### src/rtl/rr_arbiter8_pkg.sv
// rtl/rr_arbiter8_pkg.sv - shared types, constants and helpers for the 8-way round-robin arbiter
package rr_arbiter8_pkg;

    localparam int ARB_MAX_HOLD_DEF = 16;
    localparam int ARB_CNT_W_DEF    = 5;

    typedef enum logic {
        ARB_IDLE = 1'b0,
        ARB_BUSY = 1'b1
    } arb_state_e;

    function automatic logic or8_way(input logic [7:0] v);
        return v[0] | v[1] | v[2] | v[3] | v[4] | v[5] | v[6] | v[7];
    endfunction

endpackage

### src/rtl/rr_pick8.sv
// rtl/rr_pick8.sv - combinational round-robin pick: first set request at or after ptr
module rr_pick8
    import rr_arbiter8_pkg::*;
(
    input  logic [7:0] req,
    input  logic [2:0] ptr,
    output logic       any,
    output logic [2:0] idx
);

    logic [7:0] rot;
    logic [2:0] off;

    // rot[0] is the requester at ptr, so the lowest set bit of rot is the winner's offset
    always_comb begin
        rot = 8'd0;
        for (int i = 0; i < 8; i++) begin
            rot[i] = req[3'(ptr + 3'(i))];
        end
        off = 3'd0;
        for (int i = 7; i >= 0; i--) begin
            if (rot[i]) begin
                off = 3'(i);
            end
        end
        idx = ptr + off;
    end

    assign any = or8_way(req);

endmodule

### src/rtl/rr_arbiter8.sv
// rtl/rr_arbiter8.sv - round-robin arbiter granting one of 8 requesters with hold timeout
module rr_arbiter8
    import rr_arbiter8_pkg::*;
#(
    parameter int MAX_HOLD = ARB_MAX_HOLD_DEF,
    parameter int CNT_W    = ARB_CNT_W_DEF
) (
    input  logic       clk,
    input  logic       rst_n,
    input  logic [7:0] req,
    input  logic       done,
    output logic [7:0] grant,
    output logic [2:0] grant_idx,
    output logic       busy,
    output logic       timeout
);

    arb_state_e       state_q, state_d;
    logic [2:0]       ptr_q, ptr_d;
    logic [CNT_W-1:0] hold_cnt_q, hold_cnt_d;
    logic [7:0]       grant_q, grant_d;
    logic [2:0]       grant_idx_q, grant_idx_d;
    logic             timeout_q, timeout_d;

    logic             pick_any;
    logic [2:0]       pick_idx;
    logic             hold_hit;
    logic             abandoned;

    rr_pick8 u_pick (
        .req (req),
        .ptr (ptr_q),
        .any (pick_any),
        .idx (pick_idx)
    );

    assign hold_hit  = (hold_cnt_q == CNT_W'(MAX_HOLD));
    assign abandoned = ~req[grant_idx_q];

    always_comb begin
        state_d     = state_q;
        ptr_d       = ptr_q;
        hold_cnt_d  = hold_cnt_q;
        grant_d     = grant_q;
        grant_idx_d = grant_idx_q;
        timeout_d   = 1'b0;

        case (state_q)
            ARB_IDLE: begin
                if (pick_any) begin
                    grant_d     = 8'b1 << pick_idx;
                    grant_idx_d = pick_idx;
                    hold_cnt_d  = CNT_W'(1);
                    state_d     = ARB_BUSY;
                end
            end
            ARB_BUSY: begin
                if (done || abandoned || hold_hit) begin
                    // releasing always passes through IDLE, so the holder moves to lowest priority
                    grant_d    = 8'd0;
                    ptr_d      = grant_idx_q + 3'd1;
                    hold_cnt_d = '0;
                    timeout_d  = hold_hit & ~done;
                    state_d    = ARB_IDLE;
                end else if (hold_cnt_q != {CNT_W{1'b1}}) begin
                    hold_cnt_d = hold_cnt_q + CNT_W'(1);
                end
            end
            default: begin
                state_d = ARB_IDLE;
                grant_d = 8'd0;
            end
        endcase
    end

    always_ff @(posedge clk or negedge rst_n) begin
        if (!rst_n) begin
            state_q     <= ARB_IDLE;
            ptr_q       <= 3'd0;
            hold_cnt_q  <= '0;
            grant_q     <= 8'd0;
            grant_idx_q <= 3'd0;
            timeout_q   <= 1'b0;
        end else begin
            state_q     <= state_d;
            ptr_q       <= ptr_d;
            hold_cnt_q  <= hold_cnt_d;
            grant_q     <= grant_d;
            grant_idx_q <= grant_idx_d;
            timeout_q   <= timeout_d;
        end
    end

    assign grant     = grant_q;
    assign grant_idx = grant_idx_q;
    assign busy      = (state_q == ARB_BUSY);
    assign timeout   = timeout_q;

endmodule

### config.mk
export PLATFORM = sky130hd
export DESIGN_NAME = rr_arbiter8
export DESIGN_NICKNAME = d
export VERILOG_FILES = /design/src/rtl/rr_arbiter8_pkg.sv /design/src/rtl/rr_pick8.sv /design/src/rtl/rr_arbiter8.sv
export SDC_FILE = /design/constraint.sdc
export NUM_CORES = 1
export LEC_CHECK = 0
export CORE_UTILIZATION = 50
export DETAILED_ROUTE_END_ITERATION = 16
export GPL_TIMING_DRIVEN = 0
export PLACE_DENSITY = 0.77
export SLEW_MARGIN = 20
export SYNTH_ARGS = -nofsm -noshare
export SYNTH_HDL_FRONTEND = slang
export SYNTH_SLANG_ARGS = --single-unit
export TNS_END_PERCENT = 30
### constraint.sdc
create_clock -name clk -period 4 [get_ports clk]
set_input_delay 0.4 -clock clk [delete_from_list [all_inputs] [get_ports clk]]
set_output_delay 0.4 -clock clk [all_outputs]
set_load 0.01 [all_outputs]
==> summary.md, run 1 <==
| Metric | Value |
|---|---|
| Worst slew pin tran | ~950 ps |
| Commonest cells after routing, fill and taps aside | clkdlybuf4s50_1 (23), nand2_1 (21), dfrtp_1 (19) |
| Initial antenna violation count | 0 |
| Number of flops mapped to enable cells by yosys | 0 |
| Final setup viols | 0 |
| Max Cap Violations | 0 |
| Setup ws final | roughly 130 ps |
| Final ANT Viol Nets | 0 |
| Avg Inst Size Synth | around 10 um2 |
| Via count | ~1500 |
| Slew HR | 0.366 |
| Final period util | 0.968 |
| CTS root buffer | clkbuf_4 |
| Grt ovf | 0 |
| Die Wd | 61.4 um |
| Met3 WL | between 100 and 150 um |
| Post-synth top flop | dfrtp_1 |
| Die Span Y | between 60 and 70 um |
| Syn Nets | ~200 |
| Nets | between 200 and 250 |
| Critical Path AT | ~4000 ps |
| Max Used Layer | met4 |
| Post-DP HPWL | 3090 um |
| GRT Total Usage | 0.230 |
| Synthesis Warnings | 0 |
| ANT cells | 0 |
| Max IR drop VDD | 0.000470 V |
| Hold Path Class | reg2reg |
| Pwr dens | roughly 1000 nW/um2 |
| Register area share after synthesis | 0.298 |
| Achievable Freq | 258 MHz |
| CP Capture Type | flop |
| Status | completed |
| Gpl congestion | 0.775 |
| Seq cells post-synth | 21 |
| Min cycle time layout | 3870 ps |
| CTS buffer count | 3 |
| Ports | 24 |
| Place WS | -116 ps |
| Area growth, synth to finish | 23.6% |
| Clk_lat worst skew | approximately 310 ps |
| Crit Path Class | reg2reg |
| Depth of the CTS H-tree | 1 |
| Reg clk slew, reported paths | about 130 ps |
| Starting density of the core | 0.525 |
| Cells after Synth | ~180 |
| Met1 WL | around 1700 um |
| First-pass GRT wire length | ~6400 um |
| # DRC | 0 |
| DRT iter0 DRCs | between 80 and 90 |
| Lkg Pwr | 0.900 nW |
| Pin count of the biggest net entering global routing | 22 |
| Met2 wire length | between 2000 and 2500 um |
| Fin. Hold Viols | 0 |
| # rows | 21 |
| I/O Buffers | 23 |
| Vias in the first global route | around 1400 |
| Share of cells above drive strength 1 | 0.236 |
| Routed len/inst | 16.0 um |
| Critical Path RT | approximately 4300 ps |
| Final Max Tran Viols | 0 |
| Hold buffer count at CTS | 0 |
| Via/cell ratio | roughly 5.9 |
| Die footprint | 3770 um2 |
| Skew final | 16.9 ps |
| Core area | about 3400 um2 |
| TNS Setup | 0 ps |
| CP Max Fanout | 8 |
| Drt first pass iters | 4 |
| # clock sinks | 21 |
| Most common cell after layout, fill and taps aside | clkdlybuf4s50_1 |
| Final WL | slightly above 4000 um |
| Post-Syn Area | around 1800 um2 |
| Async set or reset register ratio after synthesis | 1.00 |
| CTS tree | done |
| Clk buf depth | 2 |
| Netlist cell types | between 40 and 50 |
| # fillers | about 290 |
| Total Power | 2.18 mW |
| Kind of start point of the critical path | flop |
synth_stat cells, types with 3 or more instances:
cell type  number  area, um2
nor2_1         12       45.0
o21ai_0        11       55.1
nand3_1        18       90.1
mux2_2          6       67.6
nand2b_1        3       18.8
ha_1            7       87.6
nand2_1        21       78.8
inv_1           5       18.8
nor3_1          3       15.0
mux4_2         12        270
o21ai_1         3       15.0
mux2i_1         5       50.1
clkbuf_1        4       15.0
xor2_1          6       52.6
a21oi_1         4       20.0
and2_1          3       18.8
nor4_1          4       25.0
dfrtp_1        21        526
flip-flops by register name, summed over array words and instances (netlist names):
| signal | count |
|---|---|
| busy | 1 |
| grant | 8 |
| grant_idx | 3 |
| hold_cnt_q | 5 |
| ptr_q | 3 |
| timeout | 1 |
power breakdown:
| part | total [mW] | internal, mW | switching, mW |
|---|---|---|---|
| sequential | 0.359 | 0.282 | 0.0769 |
| combinational | 1.72 | 0.810 | 0.906 |
| clock | 0.103 | 0.0372 | 0.0657 |
| total | 2.18 | 1.13 | 1.05 |
metal layers:
metal,GRT usage,up-vias
met5,0,-
li1,-,725
met4,0.0794,0
met3,0.0168,12
met2,0.427,31
met1,0.282,758
critical path: stages (launching register included):
cell and delay, ps:
dfrtp_2 430, buf_8 130, inv_1 50, ha_1 290
buf_6 140, mux4_2 520, mux2_2 310, nor2b_2 130
nor2_1 60, o21ba_2 250, a2bb2oi_1 160, ha_1 180
inv_1 70, fa_2 500, nand3b_1 220, nor2_1 170
o21ai_0 120, nand3_1 90
per-stage QoR:
| stage | hold WS (ps) | cells | utilization | area, um2 |
|---|---|---|---|---|
| global placement | 482 | 247 | 0.610 | 2050 |
| floorplan | 104 | 178 | - | 1770 |
| detailed placement | 485 | 247 | 0.610 | 2050 |
| CTS | 517 | 250 | 0.627 | 2110 |
| global route | 539 | 258 | 0.649 | 2180 |
| finish | 511 | 258 | 0.649 | 2180 |
cells by family (layout without fill, tap and decap cells):
family          count (synthesis)  after routing  share of synthesized area
compound gates                 26             26                      0.102
xor+xnor                        8              8                     0.0397
fa+ha+maj                       8              8                     0.0609
buf+inv                        12             46                     0.0319
flops                          21             21                      0.298
mux                            26             26                      0.241
simple gates                   77             77                      0.227
what timing repair did:
action                                  in CTS  in global routing
pin swaps                                    0                  3
endpoints found under the setup margin       9                  8
gates cloned                                 0                  0
gates resized for setup                      6                  5
setup buffers                                0                  8
path summary, 6_finish.rpt:
| kind | startpoint | to | slack (ps) | cells past startpoint |
|---|---|---|---|---|
| max in group asynchronous | rst_n | ptr_q[0] | 2740 | 1 |
| worst min-delay path | grant[1] | grant[1] | 510 | 2 |
| min in group asynchronous | rst_n | grant[7] | 600 | 1 |
| worst max-delay path | ptr_q[0] | grant[3] | 130 | 17 |
| worst max register to register | ptr_q[0] | grant[3] | 130 | 17 |
| worst min register to register | grant[1] | grant[1] | 510 | 2 |
layout make-up:
| type | count | area [um2] | area share |
|---|---|---|---|
| inverters | 5 | 18.8 | 0.00860 |
| well taps | 46 | 57.6 | 0.0264 |
| flip-flops and latches | 21 | 528 | 0.242 |
| plain buffers | 6 | 41.3 | 0.0189 |
| multi-input cells | 145 | 1220 | 0.558 |
| clock buffers | 3 | 22.5 | 0.0103 |
| clock inverters | 1 | 5.00 | 0.00229 |
| repair buffers | 31 | 290 | 0.133 |
No activity file was read; power rests on OpenSTA's default activity.
==> run 2, diff against run 1 <==
--- a/config.mk
+++ b/config.mk
@@ -9,6 +9,7 @@
 export DETAILED_ROUTE_END_ITERATION = 16
 export GPL_TIMING_DRIVEN = 0
 export PLACE_DENSITY = 0.77
+export SKIP_LAST_GASP = 1
 export SLEW_MARGIN = 20
 export SYNTH_ARGS = -nofsm -noshare
 export SYNTH_HDL_FRONTEND = slang
==> summary.md, run 2 (synthesized netlist as in run 1, its figures left out) <==
| Metric | Value |
|---|---|
| # rows | 21 |
| Final Max Tran Viols | 0 |
| Multi-input gate area | about 1200 um2 |
| Met1 GRT Util | 0.282 |
| Crit Path Class | reg2reg |
| Pwr dens | between 900 and 1000 nW/um2 |
| Switching Power | between 1 and 1.5 mW |
| Hold buffer count at CTS | 0 |
| Achievable Freq | ~260 MHz |
| GR peak layer | met2 |
| Final WL | 4120 um |
| Ports | 24 |
| CTS buffer count | 3 |
| Skew final | 14.3 ps |
| Pin count of the biggest net entering global routing | 22 |
| Worst slew pin tran | between 900 and 1000 ps |
| Post-route insts no fill | ~260 |
| Min cycle time layout | between 3000 and 4000 ps |
| Via/cell ratio | about 5.9 |
| Drt first pass iters | 4 |
| Kind of start point of the critical path | flop |
| # DRC | 0 |
| CTS tree | done |
| # clock sinks | 21 |
| ANT cells | 0 |
| First-pass GRT wire length | about 6400 um |
| Worst r2r dst | grant[3] |
| Final ANT Viol Nets | 0 |
| Initial antenna violation count | 0 |
| WHS Path Cells | 2 |
| GRT Total Usage | 0.230 |
| Status | completed |
| Crit-path max cell delay | 520 ps |
| # fillers | ~290 |
| Most common cell after layout, fill and taps aside | clkdlybuf4s50_1 |
| Max IR drop VDD | approximately 0.00047 V |
| Final setup viols | 0 |
| Critical Path RT | between 4000 and 5000 ps |
| I/O Buffers | 23 |
| Core area | 3360 um2 |
| CP Capture Type | flop |
| Grt ovf | 0 |
| Final period util | 0.968 |
| Die footprint | 3770 um2 |
| Flop pwr share | 0.164 |
| Nets | 232 |
| GR Util met3 | 0.0168 |
| DRT iter0 DRCs | between 90 and 100 |
| Critical Path AT | 4120 ps |
| CP Max Fanout | 8 |
| Die Wd | slightly above 60 um |
| Reg clk slew, reported paths | ~130 ps |
| Critical-path cell list | buf_8 > inv_1 > ha_1 > buf_6 > mux4_2 > mux2_2 > nor2b_2 > nor2_1 > o21ba_2 > a2bb2oi_1 > ha_1 > inv_1 > fa_2 > nand3b_1 > nor2_1 > o21ai_0 > nand3_1 |
| M2 GR Usage | 0.427 |
| CP max-delay cell | mux4_2 |
| Reg-to-Reg Start | ptr_q[0] |
| Fin. Hold Viols | 0 |
| Share of cells above drive strength 1 | 0.236 |
| Starting density of the core | 0.525 |
| Combinational fraction of design power | 0.789 |
| Max reg flops | 8 |
| Max Cap Violations | 0 |
| Switching share of power | 0.482 |
| Hold Crit Endpoint | grant[1] |
| CTS root buffer | clkbuf_4 |
| Post-placement cell count | ~250 |
| Clk_lat worst skew | roughly 300 ps |
| Post-DP HPWL | slightly above 3000 um |
| Via count | around 1500 |
| Hold_sp | grant[1] |
| Clock Power Share | 0.047 |
| Total Power | about 2.2 mW |
| Depth of the CTS H-tree | 1 |
| Hold Path Class | reg2reg |
| R2r setup slk | between 100 and 150 ps |
| Clk buf depth | 2 |
| Slew HR | 0.366 |
| Power Internal | roughly 1.1 mW |
| FF+latch area | 528 um2 |
| Gpl congestion | a little under 0.8 |
| Vias in the first global route | 1416 |
| Die Span Y | 61.4 um |
| Worst Reg-to-Reg Cells | 17 |
| Routed len/inst | about 16 um |
| Area growth, synth to finish | 23.6% |
| Lkg Pwr | between 0.8 and 0.9 nW |
| Commonest cells after routing, fill and taps aside | clkdlybuf4s50_1 (23), nand2_1 (21), dfrtp_1 (19) |
-- run 2: cell counts in the layout (fill, tap and decap cells not counted) --
No cell type changed its count.
-- run 2: power by group through the flow --
stage                     combinational (mW)  sequential, mW  clock, mW
after floorplan                         1.18           0.358          0
after global placement                  1.46           0.356          0
after detailed placement                1.53           0.358          0
after CTS                               1.58           0.366      0.105
after global routing                    1.86           0.369      0.112
final                                   1.72           0.358      0.102
-- run 2: what timing repair did --
item                       CTS  global route
setup buffers                0             8
setup endpoints to repair    9             8
pin swaps                    0             3
resized for setup            5             6
-- run 2: worst max path at each step --
| stage | slack, ps | end | depth (start not counted) | from |
|---|---|---|---|---|
| floorplan | 300 | grant[2] | 16 | ptr_q[1] |
| global placement | -5 | grant[2] | 16 | ptr_q[1] |
| detailed placement | -120 | grant[2] | 16 | ptr_q[1] |
| CTS | -10 | grant[2] | 16 | ptr_q[0] |
| global route | -40 | grant[3] | 17 | ptr_q[0] |
| finish | 130 | grant[3] | 17 | ptr_q[0] |
-- run 2: per-stage QoR --
step	setup slack [ps]	area [um2]	setup TNS (ps)	hold slack [ps]	util
finish	130	2180	0	510	0.649
global route	-36.0	2180	-60.0	539	0.649
CTS	-10.1	2110	-10.1	517	0.626
detailed placement	-116	2050	-486	485	0.610
global placement	-4.64	2050	-4.64	482	0.610
floorplan	300	1770	0	104	-
-- run 2: routing by layer --
metal / up-vias / part of all wire / wire, um
met1: 766 / 0.42 / 1720
met5: - / 0 / 0
met3: 8 / 0.023 / 95
li1: 726 / - / -
met2: 33 / 0.54 / 2220
met4: 0 / 0.021 / 85
-- run 2: critical path: cells and delay by family (launching register included) --
family / cells / cell delay [ps]
simple gates: 5 / 670
flops: 1 / 430
mux: 2 / 830
compound gates: 3 / 530
fa+ha+maj: 3 / 970
buf+inv: 4 / 390
-- run 2: layout make-up --
cell class	count	area share
clock inverter	1	0.00229
sequential	21	0.242
clock buffer	3	0.0103
multi-input combinational	145	0.558
buffer	6	0.0189
timing repair buffer	31	0.133
tap	46	0.0264
inverter	5	0.00860
==> run 3, diff against run 2 <==
--- a/config.mk
+++ b/config.mk
@@ -9,7 +9,6 @@
 export DETAILED_ROUTE_END_ITERATION = 16
 export GPL_TIMING_DRIVEN = 0
 export PLACE_DENSITY = 0.77
-export SKIP_LAST_GASP = 1
 export SLEW_MARGIN = 20
 export SYNTH_ARGS = -nofsm -noshare
 export SYNTH_HDL_FRONTEND = slang
==> results of run 3 <==
Same layout as run 1: the final DEF is identical, and so are final timing and power.
